## config.mk

```make
export PLATFORM = sky130hd
export DESIGN_NAME = uart_tx
export DESIGN_NICKNAME = d
export VERILOG_FILES = /design/src/rtl/uart_tx.sv
export SDC_FILE = /design/constraint.sdc
export NUM_CORES = 1
export LEC_CHECK = 0
export CAP_MARGIN = 20
export CELL_PAD_IN_SITES_DETAIL_PLACEMENT = 0
export CELL_PAD_IN_SITES_GLOBAL_PLACEMENT = 1
export CORE_MARGIN = 3
export CORE_UTILIZATION = 45
export CTS_BUF_LIST = sky130_fd_sc_hd__clkbuf_4 sky130_fd_sc_hd__clkbuf_8 sky130_fd_sc_hd__clkbuf_16
export CTS_CLUSTER_DIAMETER = 120
export DETAILED_ROUTE_END_ITERATION = 10
export PLACE_DENSITY_LB_ADDON = 0.2
export SETUP_SLACK_MARGIN = 0.02
export SYNTH_ARGS = -nofsm -noshare
export SYNTH_HDL_FRONTEND = slang
export SYNTH_SLANG_ARGS = --single-unit
```

## constraint.sdc

```tcl
create_clock -name clock -period 2.5 [get_ports clock]
set_input_delay 0.75 -clock clock [delete_from_list [all_inputs] [get_ports clock]]
set_output_delay 0.75 -clock clock [all_outputs]
set_load 0.1 [all_outputs]
```

## src/rtl/uart_tx.sv

```systemverilog
// Buffered 8N1 UART transmitter: a small byte FIFO feeding an LSB-first serializer.
// Each bit is held for P clock cycles; back-to-back frames leave no idle gap.
module uart_tx #(
  parameter int P     = 10416,
  parameter int DEPTH = 4
) (
  input  logic       clock,
  input  logic       reset_n,
  input  logic [7:0] data,
  input  logic       wr,
  output logic       full,
  output logic       empty,
  output logic       tx,
  output logic       busy,
  output logic       done
);

  localparam int AW = $clog2(DEPTH);
  localparam int CW = $clog2(P);
  localparam logic [CW-1:0] LAST = CW'(P - 1);

  typedef enum logic [1:0] {IDLE, START, DATA, STOP} state_t;

  logic [7:0]    mem [DEPTH];
  logic [AW-1:0] wr_ptr, rd_ptr;
  logic [AW:0]   count;
  logic          push, pop;

  state_t        state, state_n;
  logic [CW-1:0] cnt, cnt_n;
  logic [2:0]    bit_idx, idx_n;
  logic [7:0]    shift_reg, shift_n;
  logic          tx_n, done_n;

  assign full  = (count == (AW+1)'(DEPTH));
  assign empty = (count == '0);
  assign push  = wr && !full;
  assign busy  = (state != IDLE) || !empty;

  always_ff @(posedge clock) begin
    if (push) mem[wr_ptr] <= data;
  end

  // Pointers wrap naturally because DEPTH is a power of two.
  always_ff @(posedge clock or negedge reset_n) begin
    if (!reset_n) begin
      wr_ptr <= '0;
      rd_ptr <= '0;
      count  <= '0;
    end else begin
      if (push) wr_ptr <= wr_ptr + 1'b1;
      if (pop)  rd_ptr <= rd_ptr + 1'b1;
      case ({push, pop})
        2'b10:   count <= count + 1'b1;
        2'b01:   count <= count - 1'b1;
        default: count <= count;
      endcase
    end
  end

  always_ff @(posedge clock or negedge reset_n) begin
    if (!reset_n) begin
      state     <= IDLE;
      cnt       <= '0;
      bit_idx   <= '0;
      shift_reg <= '0;
      tx        <= 1'b1;
      done      <= 1'b0;
    end else begin
      state     <= state_n;
      cnt       <= cnt_n;
      bit_idx   <= idx_n;
      shift_reg <= shift_n;
      tx        <= tx_n;
      done      <= done_n;
    end
  end

  always_comb begin
    state_n = state;
    cnt_n   = cnt + 1'b1;
    idx_n   = bit_idx;
    shift_n = shift_reg;
    tx_n    = tx;
    done_n  = 1'b0;
    pop     = 1'b0;
    case (state)
      IDLE: begin
        cnt_n = '0;
        tx_n  = 1'b1;
        if (!empty) begin
          pop     = 1'b1;
          shift_n = mem[rd_ptr];
          tx_n    = 1'b0;
          state_n = START;
        end
      end
      START: begin
        if (cnt == LAST) begin
          cnt_n   = '0;
          idx_n   = '0;
          tx_n    = shift_reg[0];
          state_n = DATA;
        end
      end
      DATA: begin
        if (cnt == LAST) begin
          cnt_n = '0;
          if (bit_idx == 3'd7) begin
            tx_n    = 1'b1;
            state_n = STOP;
          end else begin
            shift_n = shift_reg >> 1;
            idx_n   = bit_idx + 3'd1;
            tx_n    = shift_reg[1];
          end
        end
      end
      STOP: begin
        if (cnt == LAST) begin
          cnt_n  = '0;
          done_n = 1'b1;
          // Chain straight into the next start bit so streamed bytes have no gap.
          if (!empty) begin
            pop     = 1'b1;
            shift_n = mem[rd_ptr];
            tx_n    = 1'b0;
            state_n = START;
          end else begin
            tx_n    = 1'b1;
            state_n = IDLE;
          end
        end
      end
      default: begin
        cnt_n   = '0;
        tx_n    = 1'b1;
        state_n = IDLE;
      end
    endcase
  end

endmodule

```

==> impl_metrics.env, run 1 <==
export IMPL_status="complete, no violations"
export IMPL_synth_ff_type="dfrtp_1"
export IMPL_grt_max_degree=26
export IMPL_num_vias=1926
export IMPL_dieArea_um2=8370
export IMPL_combinationalPowerShare=0.410
export IMPL_slew_viol_final=0
export IMPL_core_area_um2=6940
export IMPL_synthCells=241
export IMPL_ys_ff_latch=68
export IMPL_hp_class="in -> async"
export IMPL_wl_per_cell_um=15.3
export IMPL_power_share_switching=0.340
export IMPL_vias_per_cell=5.12
export IMPL_hold_viol_final=0
export IMPL_wirelength_mm=5.75
export IMPL_crit_required_ps=1750
export IMPL_htree_levels=3
export IMPL_ios=16
export IMPL_fin_tns_setup_ps=0
export IMPL_fin_nets=300
export IMPL_rows=30
export IMPL_async_flop_share=0.529
export IMPL_area_growth_pct=18.1
export IMPL_relSlewSlack=0.566
export IMPL_startpoint="count[0]$_DFFE_PN0P_"
export IMPL_start_util=0.474
export IMPL_cts_tree="built"
export IMPL_p_sw_w=0.00156
export IMPL_setup_violations=0
export IMPL_startpoint_type="flip-flop"
export IMPL_syn_cell_area_um2=3290
export IMPL_cts_sinks=68
export IMPL_ys_seq_area_frac=0.567
export IMPL_r2r_start="cnt[1]$_DFF_PN0_"
export IMPL_final_period_utilization=0.945
export IMPL_stdcell_count=376
export IMPL_grt_pass1_wl_mm=9.76
export IMPL_timing_fmax_ghz=0.423
export IMPL_pwr_share_seq=0.370
export IMPL_drv_cap=0
export IMPL_fp_dieW_um=91.5
export IMPL_total_power_w=0.00459
export IMPL_largest_reg_flops=32
export IMPL_crit_type="reg -> out"
export IMPL_place_gp_congestion=0.732
export IMPL_synth_edff_count=32
export IMPL_grt_usage=0.151
export IMPL_endpoint_kind="primary output"
export IMPL_cp_data_arrival_time_ps=1610
export IMPL_drt_iter0_drc=76
export IMPL_avgSynthCellArea_um2=13.6
export IMPL_r2r_cells=11
export IMPL_drive_gt1_frac=0.257
export IMPL_numCtsBuffers=9
export IMPL_synthesis_nets=266
export IMPL_clkLatencyLatePin_ps=330
export IMPL_cell_internal_pwr_w=0.00302
export IMPL_port_buffers=15
export IMPL_dp_cells=356
export IMPL_cp_max_fo=7
export IMPL_clkPwrFrac=0.221
export IMPL_worst_hold_slack_ps=415
export IMPL_power_density_nw_per_um2=1180
export IMPL_cts_root_buffer="clkbuf_8"
export IMPL_layout_commonest_cell="dfrtp_1"
export IMPL_antenna_found_initial=0
export IMPL_die_h_um=91.5
export IMPL_clkTransAtPathRegs_ps=70
export IMPL_diodes=0
export IMPL_drc_errors=0
export IMPL_rsz0062_at_grt="false"
export IMPL_yosysUniqueCellTypes=51
export IMPL_layout_common_cells="34 x dfrtp_1, 32 x edfxtp_1, 19 x nor2_1, 19 x buf_4, 17 x inv_1"
export IMPL_leakage_nw=1.57
export IMPL_dr_pass1_iters=4
export IMPL_fin_crit_ps=2360
export IMPL_ys_warn_count=0
export IMPL_dp_hpwl_mm=3.96
export IMPL_clock_path_buffers=2
export IMPL_grt_pass1_vias=1950
export IMPL_skew_ps=8.34
export IMPL_max_slew_worst_pin_slew_ps=651
export IMPL_overflow=0
export IMPL_vdd_drop_max_v=0.000687
export IMPL_cts_hold_buffers=0
export IMPL_ant_nets=0
power groups by stage:
stage	Sequential [W]	Combinational [W]	Clock, W
2_1_floorplan	0.00168	0.00144	0
3_3_place_gp	0.00171	0.00184	0
3_5_place_dp	0.00172	0.00185	0
4_1_cts	0.00170	0.00186	0.00104
5_1_grt	0.00174	0.00208	0.00109
6_report	0.00169	0.00188	0.00101
cells in the mapped netlist, types with 4 or more instances:
master,count,area share
a21oi_1,4,0.0061
and2_1,6,0.011
dfrtp_1,35,0.27
edfxtp_1,32,0.29
ha_1,13,0.049
inv_1,17,0.019
mux2_2,16,0.055
mux2i_1,4,0.012
mux4_1,6,0.048
nand2_1,10,0.011
nand3_1,5,0.0076
nand4_1,4,0.0076
nor2_1,19,0.022
nor3_1,4,0.0061
xnor2_1,9,0.024
xor2_1,6,0.016
layout make-up:
| class | count | area (um2) |
|---|---|---|
| flip-flops and latches | 68 | 1860 |
| fillers | 565 | 3060 |
| repair buffers | 32 | 298 |
| multi-input cells | 146 | 1310 |
| well taps | 96 | 120 |
| clock buffers | 12 | 153 |
| clock inverters | 4 | 72.6 |
| inverters | 18 | 68.8 |
worst max-delay path, cell delays in order, from the launching register on:
cell and delay, ps:
dfrtp_1 410, or3_1 460, clkinv_2 160, nand2_2 80
buf_12 160
worst paths after layout:
kind / end / slack (ps)
max: busy / 140
min reg2reg: count[2]$_DFFE_PN0P_ / 490
max reg2reg: count[2]$_DFFE_PN0P_ / 180
min in group clock: count[2]$_DFFE_PN0P_ / 490
min: shift_reg[0]$_DFFE_PN0P_ / 420
max in group asynchronous: tx$_DFFE_PN1P_ / 1490
cell families (layout without fill, tap and decap cells):
kind of cell | count (synthesis) | count (layout) | synth area share
buffers and inverters | 27 | 66 | 0.0419
AND/OR/NAND/NOR | 64 | 64 | 0.105
flip-flops | 68 | 68 | 0.567
multiplexers | 30 | 30 | 0.138
XOR/XNOR | 15 | 15 | 0.0400
AO/OA/AOI/OAI | 23 | 23 | 0.0529
adder cells (fa/ha/maj) | 14 | 14 | 0.0556
through the flow:
| step | setup slack, ps | utilization | instance area [um2] |
|---|---|---|---|
| finish | 137 | 0.559 | 3880 |
| floorplan | 8.71 | - | 3290 |
| CTS | 34.3 | 0.552 | 3840 |
| global route | 41.0 | 0.559 | 3880 |
| global placement | 91.2 | 0.520 | 3610 |
| detailed placement | 53.4 | 0.520 | 3610 |
repair_timing:
action | CTS | global route
setup endpoints to repair | 0 | 1
resized for setup | 0 | 5
setup buffers | 0 | 4
metal layers:
metal / up-vias / share of wire / GRT usage
met5: - / 0 / 0
met4: 0 / 0.015 / 0.0716
met3: 8 / 0.020 / 0.0257
met2: 15 / 0.47 / 0.223
met1: 954 / 0.50 / 0.215
li1: 949 / - / -
No activity file was read; power rests on OpenSTA's default activity.
==> run 2, diff against run 1 <==
- CORE_UTILIZATION: 45 -> 50
- clock period: 2.5 -> 2.56 ns (I/O delays scaled with it)
==> run 2 against run 1 <==
Compared with the run above: utilization up 6.4 points; global-route usage up 1.8 points; combinational power down 2%; clock skew about the same; worst setup slack about the same; hold slack better by 50 ps; total power down 4.1%; critical path type is now reg -> reg; largest power group unchanged.
==> impl_metrics.env, run 2 (synthesized netlist as in run 1, its figures left out) <==
export IMPL_grt_pass1_wl_mm=9.64
export IMPL_drv_cap=0
export IMPL_wirelength_mm=5.50
export IMPL_drc_errors=0
export IMPL_layout_commonest_cell="dfrtp_1"
export IMPL_max_slew_worst_pin_slew_ps=634
export IMPL_timing_fmax_ghz=0.413
export IMPL_worst_hold_slack_ps=465
export IMPL_startpoint_type="flip-flop"
export IMPL_finalInstanceArea_um2=3820
export IMPL_grt_usage=0.169
export IMPL_path_cells="ha_4 -> and4_4 -> and4b_4 -> and2_1 -> o21a_1 -> ha_2 -> inv_1 -> fa_1 -> xor2_1 -> nor2_1 -> xor2_1"
export IMPL_r2r_cells=11
export IMPL_hold_viol_final=0
export IMPL_cts_sinks=68
export IMPL_fin_crit_ps=2420
export IMPL_dp_hpwl_mm=3.81
export IMPL_ios=16
export IMPL_slowest_stage="dfrtp_1"
export IMPL_core_area_um2=6130
export IMPL_drt_iter0_drc=90
export IMPL_vias_per_cell=5.51
export IMPL_wl_per_cell_um=15.6
export IMPL_hp_class="in -> async"
export IMPL_htree_levels=3
export IMPL_dieArea_um2=7590
export IMPL_diodes=0
export IMPL_start_util=0.536
export IMPL_num_vias=1944
export IMPL_cts_tree="built"
export IMPL_largest_reg_flops=32
export IMPL_r2r_end="count[2]$_DFFE_PN0P_"
export IMPL_relSlewSlack=0.577
export IMPL_endpoint_kind="flip-flop"
export IMPL_clock_path_buffers=2
export IMPL_layout_common_cells="35 x dfrtp_1, 32 x edfxtp_1, 19 x nor2_1, 17 x inv_1, 17 x buf_4"
export IMPL_fp_dieW_um=87.1
export IMPL_clkTransAtPathRegs_ps=80
export IMPL_overflow=0
export IMPL_crit_required_ps=2820
export IMPL_place_area_um2=3570
export IMPL_power_density_nw_per_um2=1150
export IMPL_crit_type="reg -> reg"
export IMPL_rsz0062_at_grt="false"
export IMPL_max_stage_delay_ps=400
export IMPL_fin_tns_setup_ps=0
export IMPL_antenna_found_initial=0
export IMPL_ant_nets=0
export IMPL_rows=28
export IMPL_cp_max_fo=4
export IMPL_die_h_um=87.1
export IMPL_status="complete, no violations"
export IMPL_leakage_nw=1.55
export IMPL_final_period_utilization=0.947
export IMPL_drive_gt1_frac=0.245
export IMPL_grt_max_degree=37
export IMPL_rrSetupSlack_ps=140
export IMPL_fin_ws_ps=136
export IMPL_n_fill_cell=482
export IMPL_vdd_drop_max_v=0.000805
export IMPL_cts_root_buffer="clkbuf_8"
export IMPL_numCtsBuffers=9
export IMPL_grt_pass1_vias=1997
export IMPL_post_place_ws_ps=89.9
export IMPL_setup_violations=0
export IMPL_area_growth_pct=16.1
export IMPL_clkLatencyLatePin_ps=340
export IMPL_port_buffers=15
export IMPL_dr_pass1_iters=4
export IMPL_total_power_w=0.00440
export IMPL_critical_path_most_common_cell="xor2_1"
export IMPL_cp_data_arrival_time_ps=2690
export IMPL_skew_ps=8.78
export IMPL_slew_viol_final=0
export IMPL_place_gp_congestion=0.787
export IMPL_r2r_start="cnt[0]$_DFF_PN0_"
export IMPL_fin_nets=298
run 2: cell types whose count changed in the layout (fill, tap and decap cells not counted), sizes merged:
cell,previous run,this run
bufinv,2,1
buf,23,21
clkinv,2,3
inv,17,19
clkbuf,12,10
run 2: what timing repair did:
action	CTS	global route
setup endpoints to repair	0	1
setup buffers	0	4
gates resized for setup	0	3
hold buffers	0	0
run 2: report_power, final:
group / switching (W) / internal (W)
Clock: 0.000420 / 0.000471
Sequential: 0.000213 / 0.00145
Combinational: 0.000931 / 0.000911
run 2: routing by layer:
metal / vias up / global-route usage / routed length, um
met5: - / 0 / 0
met1: 959 / 0.250 / 2780
met4: 0 / 0.0586 / 39
li1: 942 / - / -
met3: 4 / 0.0501 / 254
met2: 39 / 0.239 / 2430
run 2: final cells by class:
cell class | instances | area, um2 | area share
timing repair buffer | 30 | 283 | 0.0740
sequential | 68 | 1860 | 0.488
clock buffer | 10 | 131 | 0.0344
tap | 75 | 93.8 | 0.0246
multi-input combinational | 146 | 1310 | 0.342
inverter | 18 | 68.8 | 0.0180
clock inverter | 6 | 72.6 | 0.0190
run 2: how the worst max path moves through the flow:
stage                                     from              endpoint  slack (ps)  cells after the start
final                         cnt[0]$_DFF_PN0_  count[2]$_DFFE_PN0P_         140                     11
after global routing          cnt[0]$_DFF_PN0_  count[2]$_DFFE_PN0P_          30                     11
after CTS                     cnt[0]$_DFF_PN0_  count[2]$_DFFE_PN0P_          50                     11
after detailed placement      cnt[0]$_DFF_PN0_  count[2]$_DFFE_PN0P_          90                     11
after global placement                      wr  count[2]$_DFFE_PN0P_         150                      9
after floorplan           count[0]$_DFFE_PN0P_  count[2]$_DFFE_PN0P_          70                     10
run 2: through the flow:
stage          cells   util
3_3_place_gp     333  0.582
5_1_grt          353  0.623
3_5_place_dp     333  0.582
6_report         353  0.623
2_1_floorplan    241      -
4_1_cts          349  0.616
run 2: critical path: cells and delay by family (launching register included):
kind	cells	cell delay [ps]
flip-flops	1	400
AND/OR/NAND/NOR	4	750
XOR/XNOR	2	300
adder cells (fa/ha/maj)	3	720
buffers and inverters	1	60
AO/OA/AOI/OAI	1	130
==> run 3, diff against run 2 <==
- REMOVE_ABC_BUFFERS: unset -> 1
==> run 3 against run 2 <==
Compared with the run above: combinational power barely moved; critical endpoint unchanged; total power rose by 0.94%; sequential cell count did not move; via count fell by 0.62%; largest power group unchanged; clock power rose by 2%; sequential share of layout area fell by 0.18 points; register-to-register slack got worse by 50 ps; global-route usage barely moved; critical path depth did not move; sequential power barely moved.
==> impl_metrics.env, run 3 (synthesized netlist as in run 1, its figures left out) <==
export IMPL_endpoint_kind="flip-flop"
export IMPL_rrSetupSlack_ps=90
export IMPL_vdd_drop_max_v=0.000730
export IMPL_slew_viol_final=0
export IMPL_skew_ps=5.25
export IMPL_core_area_um2=6130
export IMPL_drive_gt1_frac=0.246
export IMPL_grt_usage=0.169
export IMPL_num_vias=1932
export IMPL_layout_commonest_cell="dfrtp_1"
export IMPL_drv_cap=0
export IMPL_hp_class="in -> async"
export IMPL_crit_type="reg -> reg"
export IMPL_layout_common_cells="35 x dfrtp_1, 32 x edfxtp_1, 19 x nor2_1, 19 x buf_4, 17 x inv_1"
export IMPL_status="complete, no violations"
export IMPL_final_period_utilization=0.965
export IMPL_cts_tree="built"
export IMPL_ios=16
export IMPL_hold_viol_final=0
export IMPL_dieArea_um2=7590
export IMPL_cts_hold_buffers=0
export IMPL_relSlewSlack=0.582
export IMPL_cp_max_fo=5
export IMPL_clock_path_buffers=2
export IMPL_wirelength_mm=5.79
export IMPL_r2r_start="cnt[0]$_DFF_PN0_"
export IMPL_dp_hpwl_mm=3.92
export IMPL_area_growth_pct=16.6
export IMPL_cts_root_buffer="clkbuf_8"
export IMPL_htree_levels=3
export IMPL_grt_pass1_wl_mm=9.60
export IMPL_total_power_w=0.00444
export IMPL_cp_data_arrival_time_ps=2730
export IMPL_startpoint_type="flip-flop"
export IMPL_fin_crit_ps=2470
export IMPL_post_place_ws_ps=112
export IMPL_diodes=0
export IMPL_die_h_um=87.1
export IMPL_leakage_nw=1.56
export IMPL_drt_iter0_drc=86
export IMPL_r2r_end="count[2]$_DFFE_PN0P_"
export IMPL_start_util=0.536
export IMPL_grt_max_degree=26
export IMPL_wl_per_cell_um=16.3
export IMPL_fp_dieW_um=87.1
export IMPL_ant_nets=0
export IMPL_clkLatencyLatePin_ps=340
export IMPL_setup_violations=0
export IMPL_clkTransAtPathRegs_ps=70
export IMPL_grt_pass1_vias=1971
export IMPL_fin_nets=300
export IMPL_antenna_found_initial=0
export IMPL_place_gp_congestion=0.797
export IMPL_port_buffers=15
export IMPL_power_density_nw_per_um2=1160
export IMPL_dr_pass1_iters=4
export IMPL_largest_reg_flops=32
export IMPL_drc_errors=0
export IMPL_vias_per_cell=5.44
export IMPL_rows=28
export IMPL_max_slew_worst_pin_slew_ps=626
export IMPL_numCtsBuffers=9
export IMPL_fin_ws_ps=89.8
export IMPL_cts_sinks=68
export IMPL_crit_required_ps=2820
export IMPL_overflow=0
export IMPL_r2r_cells=11
export IMPL_postLayoutCoreUtil=0.625
export IMPL_timing_fmax_ghz=0.405
run 3: worst max-delay path by stage:
stage,endpoint,cells after the start,slack (ps),from
floorplan,busy,3,-420,count[0]$_DFFE_PN0P_
global placement,count[2]$_DFFE_PN0P_,9,170,wr
detailed placement,count[2]$_DFFE_PN0P_,11,110,cnt[0]$_DFF_PN0_
CTS,busy,4,70,count[0]$_DFFE_PN0P_
global route,count[2]$_DFFE_PN0P_,11,-7,cnt[1]$_DFF_PN0_
finish,count[2]$_DFFE_PN0P_,11,90,cnt[0]$_DFF_PN0_
run 3: critical path: stages (launching register included):
cell     delay, ps
dfrtp_1        390
ha_2           200
and4_4         230
and4b_4        240
and2_4         140
o21a_1         170
ha_2           190
inv_1           50
fa_1           370
xor2_1         150
nor2_1         110
xor2_1         160
run 3: per-layer routing:
layer	GRT usage	wire length [um]	vias to the layer above	part of all wire
met5	0	0	-	0
met4	0.0628	78	0	0.013
met3	0.0473	212	7	0.037
met2	0.254	2770	32	0.48
met1	0.235	2740	944	0.47
li1	-	-	949	-
run 3: per-stage QoR:
step,hold WS (ps),instances,area (um2),setup TNS (ps)
after floorplan,449,232,3220,-1050
after global placement,470,333,3560,0
after detailed placement,475,333,3560,0
after CTS,436,349,3780,0
after global routing,437,355,3830,-7.45
final,424,355,3830,0
run 3: where the power goes:
group	total [W]	internal (W)	switching, W
Combinational	0.00186	0.000913	0.000944
Clock	0.000909	0.000504	0.000405
Sequential	0.00167	0.00145	0.000219
Total	0.00444	0.00287	0.00157
run 3: timing repair:
item,4_1_cts,5_1_grt
buffers inserted,0,6
resized for setup,0,4
setup endpoints to repair,0,2
endpoints found under the hold margin,0,0
run 3: cell type report:
cell class	count	area [um2]
fill	464	2300
sequential	68	1860
multi-input combinational	146	1290
timing repair buffer	32	298
clock buffer	11	151
tap	75	93.8
inverter	18	71.3
clock inverter	5	60.1
